$ cat src/rtl/reg_link_pkg.sv
// Shared definitions for the 4-bit register serial link (transmit and receive sides).
package reg_link_pkg;

  typedef logic [2:0] state_t;

  localparam state_t ST_IDLE   = 3'd0;
  localparam state_t ST_START  = 3'd1;
  localparam state_t ST_DATA   = 3'd2;
  localparam state_t ST_PARITY = 3'd3;
  localparam state_t ST_STOP   = 3'd4;

  localparam logic LINE_IDLE = 1'b1;
  localparam logic START_BIT = 1'b0;
  localparam logic STOP_BIT  = 1'b1;

endpackage

$ cat src/rtl/bit_tick_gen.sv
// Bit-period divider: tick is high on the last cycle of each CLKS_PER_BIT period.
module bit_tick_gen #(
  parameter int unsigned CLKS_PER_BIT = 4
) (
  input  logic Clock,
  input  logic Reset,
  input  logic restart,
  output logic tick,
  output logic tick_next_c
);

  localparam int unsigned DW = $clog2(CLKS_PER_BIT + 1);
  localparam logic [DW-1:0] LAST = DW'(CLKS_PER_BIT - 1);

  logic [DW-1:0] cnt_q, cnt_d;
  logic          tick_q, tick_d;

  // restart forces count 0 for the first cycle of a newly entered state
  always_comb begin
    cnt_d = cnt_q + DW'(1);
    if (restart || tick_q) begin
      cnt_d = '0;
    end
    tick_d = (cnt_d == LAST);
  end

  always_ff @(posedge Clock or negedge Reset) begin
    if (!Reset) begin
      cnt_q  <= '0;
      tick_q <= 1'b0;
    end else begin
      cnt_q  <= cnt_d;
      tick_q <= tick_d;
    end
  end

  assign tick        = tick_q;
  assign tick_next_c = tick_d;

endmodule

$ cat src/rtl/reg_piso_tx.sv
// Framed PISO transmitter: start bit, LSB-first data, optional even parity, stop bit.
module reg_piso_tx
  import reg_link_pkg::*;
#(
  parameter int unsigned WIDTH        = 4,
  parameter int unsigned CLKS_PER_BIT = 4,
  parameter int unsigned PARITY_EN    = 1
) (
  input  logic             Clock,
  input  logic             Reset,
  input  logic [WIDTH-1:0] Reg_In,
  input  logic             Load_Valid,
  output logic             Load_Ready,
  output logic             Ser_Out,
  output logic             Busy,
  output logic             Done
);

  localparam int unsigned BCW = $clog2(WIDTH + 1);
  localparam logic [BCW-1:0] LAST_BIT = BCW'(WIDTH - 1);

  state_t           state_q, state_d;
  logic [WIDTH-1:0] shreg_q, shreg_d;
  logic [BCW-1:0]   bit_cnt_q, bit_cnt_d;
  logic             par_q, par_d;
  logic             ser_q, ser_d;
  logic             busy_q, busy_d;
  logic             ready_q, ready_d;
  logic             done_q, done_d;
  logic             tick, tick_next_c, restart_c;

  bit_tick_gen #(
    .CLKS_PER_BIT(CLKS_PER_BIT)
  ) u_tick (
    .Clock      (Clock),
    .Reset      (Reset),
    .restart    (restart_c),
    .tick       (tick),
    .tick_next_c(tick_next_c)
  );

  // Next-state, datapath and registered-output computation
  always_comb begin
    state_d   = state_q;
    shreg_d   = shreg_q;
    bit_cnt_d = bit_cnt_q;
    par_d     = par_q;

    case (state_q)
      ST_IDLE: begin
        if (Load_Valid && ready_q) begin
          shreg_d   = Reg_In;
          par_d     = ^Reg_In;
          bit_cnt_d = '0;
          state_d   = ST_START;
        end
      end
      ST_START: begin
        if (tick) begin
          bit_cnt_d = '0;
          state_d   = ST_DATA;
        end
      end
      ST_DATA: begin
        if (tick) begin
          shreg_d = shreg_q >> 1;
          if (bit_cnt_q == LAST_BIT) begin
            state_d = (PARITY_EN != 0) ? ST_PARITY : ST_STOP;
          end else begin
            bit_cnt_d = bit_cnt_q + BCW'(1);
          end
        end
      end
      ST_PARITY: begin
        if (tick) begin
          state_d = ST_STOP;
        end
      end
      ST_STOP: begin
        if (tick) begin
          state_d = ST_IDLE;
        end
      end
      default: state_d = ST_IDLE;
    endcase

    restart_c = (state_d != state_q) || (state_d == ST_IDLE);

    // Outputs follow the state being entered so they line up with it
    case (state_d)
      ST_START:  ser_d = START_BIT;
      ST_DATA:   ser_d = shreg_d[0];
      ST_PARITY: ser_d = par_d;
      ST_STOP:   ser_d = STOP_BIT;
      default:   ser_d = LINE_IDLE;
    endcase

    busy_d  = (state_d != ST_IDLE);
    ready_d = (state_d == ST_IDLE);
    done_d  = (state_d == ST_STOP) && tick_next_c;
  end

  always_ff @(posedge Clock or negedge Reset) begin
    if (!Reset) begin
      state_q   <= ST_IDLE;
      shreg_q   <= '0;
      bit_cnt_q <= '0;
      par_q     <= 1'b0;
      ser_q     <= LINE_IDLE;
      busy_q    <= 1'b0;
      ready_q   <= 1'b1;
      done_q    <= 1'b0;
    end else begin
      state_q   <= state_d;
      shreg_q   <= shreg_d;
      bit_cnt_q <= bit_cnt_d;
      par_q     <= par_d;
      ser_q     <= ser_d;
      busy_q    <= busy_d;
      ready_q   <= ready_d;
      done_q    <= done_d;
    end
  end

  assign Ser_Out    = ser_q;
  assign Busy       = busy_q;
  assign Load_Ready = ready_q;
  assign Done       = done_q;

endmodule

$ cat config.mk
export PLATFORM = sky130hd
export DESIGN_NAME = reg_piso_tx
export DESIGN_NICKNAME = d
export VERILOG_FILES = /design/src/rtl/reg_link_pkg.sv /design/src/rtl/bit_tick_gen.sv /design/src/rtl/reg_piso_tx.sv
export SDC_FILE = /design/constraint.sdc
export NUM_CORES = 1
export LEC_CHECK = 0
export CAP_MARGIN = 20
export CORE_MARGIN = 2
export CORE_UTILIZATION = 57
export DETAILED_ROUTE_END_ITERATION = 10
export PLACE_DENSITY = 0.84
export SYNTH_ARGS = -nofsm -noshare
export SYNTH_HDL_FRONTEND = slang
export SYNTH_HIERARCHICAL = 1
export SYNTH_SLANG_ARGS = --single-unit
$ cat constraint.sdc
create_clock -name Clock -period 4.7 [get_ports Clock]
set_clock_uncertainty 0.15 [all_clocks]
set_input_delay 0.47 -clock Clock [delete_from_list [all_inputs] [get_ports Clock]]
set_output_delay 0.47 -clock Clock [all_outputs]
set_load 0.05 [all_outputs]
==> results.ini <==
[global_route]
grt_pass1_vias = 615
globalRouteOverflowTotal = 0
grt_pass1_wl_um = 2800
antenna_found_initial = 0
grt_max_degree = 20
track_usage_pct = 19.9

[clock_tree]
worstSkewPairLatency_ns = 0.29
postCtsSetupRepairBufs = 0
clkSlewWorstSetupHoldPaths_ns = 0.10
ctsResizeCount = 0
cts_buffers = 3
hold_buffers = 0
root_buffer = clkbuf_4
cts.sinks = 19
cts_tree = yes
clockBufferDepth = 2
htreeDepth = 1

[drt]
viasPerCell = 5.72
firstDrtPassIters = 4
vias = 641
wirelength_um = 1590
ant_nets = 0
wl_met2_um = 769
maxUsedRoutingLayer = met4
wl_per_cell_um = 14.2
drtIter0Drc = 14
route.detailed.drc = 0
met1_length_um = 724
wl_met3_um = 74

[synth]
syn_area_um2 = 946
synth_cells = 84
yosys_warnings = 6
ys_seq_area_share_pct = 50.5
ys.flop_type = dfrtp_1
synthDistinctLibCells = 38
ys_seq_elements = 19
syn_area_per_cell_um2 = 11.3
ys_async_sr_fraction_pct = 100
synth_edf_count = 0
synth_fp_nets = 94

[worst_setup_path]
path_cells = clkdlybuf4s50_1
timing.rr.end = bit_cnt_q[2]
path_class = reg -> out
path_delay_family = buffers and inverters
crit_path_top_delay_cell = clkdlybuf4s50_1
crit_fanout = 3
worst-path-buf-inv = 1
r2r_start = bit_cnt_q[0]
required_ns = 4.08
worstSetupStartpointType = flop
r2r_slack_ns = 2.74
cp-startpoint = Load_Ready
r2r_cells = 5
crit_arrival_ns = 1.65
cp.depth = 1
cpPeakStageDelay_ns = 0.80
end_kind = output port
setup.worst_path.end = Load_Ready

[floorplanning]
start_util_pct = 62.1
num_rows = 14
placeableCoreArea_um2 = 1520
ios = 11
die_h_um = 44.7
die_width_um = 44.7
fp.dieArea_um2 = 2000

[sta]
holdWs_ns = 0.308
period_minus_slack_ns = 2.27
tns_ns = 0
slew_violations = 0
tightest_slew_ns = 0.803
slew_headroom_pct = 46.3
setup_viol = 0
period_share_pct = 48.2
hold_violations = 0
grt_setup_unrepaired = no
max_freq_ghz = 0.441

[pwr]
cellLeakagePower_nw = 0.459
powerDensity_nw_per_um2 = 603
ir_worst_vdd_uv = 385

[flow_run]
max_cap_viol_count = 0

[cells_and_area]
nFillCells = 108
regArea_um2 = 478
multi_input_area_um2 = 434
final_layout_size_suffix_gt1_share_pct = 14.6
antenna_cells = 0
syn_to_final_growth_pct = 13.1
nNetsFinal = 107

[placed_design]
place_congestion = 0.819
port_buffers = 10
dp_hpwl_um = 1190

[outcome]
status = complete, no violations

[worst_hold_path]
hold_path.class = reg -> reg

-- sequential cells by signal, summed over array words and instances, names as in the netlist, 3 cells and up --
register      cells
shreg_q           4
state_q           3
u_tick/cnt_q      3
bit_cnt_q         3
-- synthesized netlist by cell type (all sizes together) (2+ instances only) --
library cell / instances / area, µm²
and4bb: 2 / 28.8
a21oi: 2 / 13.8
a22oi: 2 / 15.0
dfstp: 2 / 52.6
xnor2: 4 / 35.0
buf: 2 / 22.5
nor3: 3 / 15.0
dfrtp: 17 / 425
nand3b: 2 / 15.0
and2: 2 / 12.5
nand2: 9 / 33.8
ha: 3 / 37.5
inv: 3 / 11.3
a21boi: 2 / 15.0
nor2: 7 / 28.8
mux2: 2 / 22.5
a31oi: 2 / 18.8
o21ai: 2 / 10.0
nand2b: 2 / 12.5
-- cell families (layout without fill, tap and decap cells) --
group                    after synthesis  in the layout  share of synthesized area [%]
adder cells (fa/ha/maj)                3              3                           3.97
flip-flops                            19             19                           50.5
AO/OA/AOI/OAI                         14             14                           11.1
multiplexers                           3              3                           3.44
buffers and inverters                  5             17                           3.57
AND/OR/NAND/NOR                       35             35                           22.8
XOR/XNOR                               5              5                           4.63
-- cell type report --
cell class / instances / share of cell area, %
timing repair buffer: 10 / 9.36
sequential: 19 / 44.7
tap: 16 / 1.87
clock buffer: 4 / 2.46
multi-input combinational: 60 / 40.6
inverter: 3 / 1.05
-- per-layer routing --
metal  global-route usage [%]  vias up
met2                     29.6       13
met1                     27.7      308
met5                        0        -
met3                     3.60        2
met4                     10.9        0
li1                         -      318
-- worst min path at each step --
stage,cells past startpoint,slack (ns),startpoint,endpoint
2_1_floorplan,0,0.02,Reset,Busy
3_3_place_gp,1,0.30,u_tick/cnt_q[0],u_tick/cnt_q[0]
3_5_place_dp,1,0.30,u_tick/cnt_q[0],u_tick/cnt_q[0]
4_1_cts,1,0.31,u_tick/cnt_q[0],u_tick/cnt_q[0]
5_1_grt,1,0.34,u_tick/cnt_q[0],u_tick/cnt_q[0]
6_report,1,0.31,u_tick/cnt_q[0],u_tick/cnt_q[0]
-- where the power goes --
part,internal (W),switching [W],total [W]
Combinational,0.000125,0.000151,0.000276
Sequential,0.000234,0.0000538,0.000288
Clock,0.0000330,0.0000492,0.0000822
Total,0.000391,0.000254,0.000646
-- cell usage in the layout (no fill, tap or decap), types with 2 or more instances in the layout --
| master | synthesis | final |
|---|---|---|
| dfrtp_1 | 17 | 17 |
| clkdlybuf4s50_1 | 0 | 10 |
| nand2_1 | 9 | 9 |
| nor2_1 | 6 | 6 |
| xnor2_1 | 4 | 4 |
| inv_1 | 3 | 3 |
| nor3_1 | 3 | 3 |
| ha_1 | 3 | 3 |
| clkbuf_4 | 0 | 3 |
| dfstp_2 | 2 | 2 |
| nand3b_1 | 2 | 2 |
| o21ai_0 | 2 | 2 |
| a21boi_0 | 2 | 2 |
| nand2b_1 | 2 | 2 |
| mux2_2 | 2 | 2 |
| a22oi_1 | 2 | 2 |
-- stage by stage --
stage / cell area, µm² / util (%) / instances / setup slack [ns] / total power [W]
floorplan: 946 / - / 84 / 2.88 / 0.000502
global placement: 1040 / 68.5 / 108 / 2.61 / 0.000560
detailed placement: 1040 / 68.5 / 108 / 2.59 / 0.000569
CTS: 1070 / 70.2 / 112 / 2.43 / 0.000649
global route: 1070 / 70.2 / 112 / 2.41 / 0.000695
finish: 1070 / 70.2 / 112 / 2.43 / 0.000646
No activity file was read; power rests on OpenSTA's default activity.
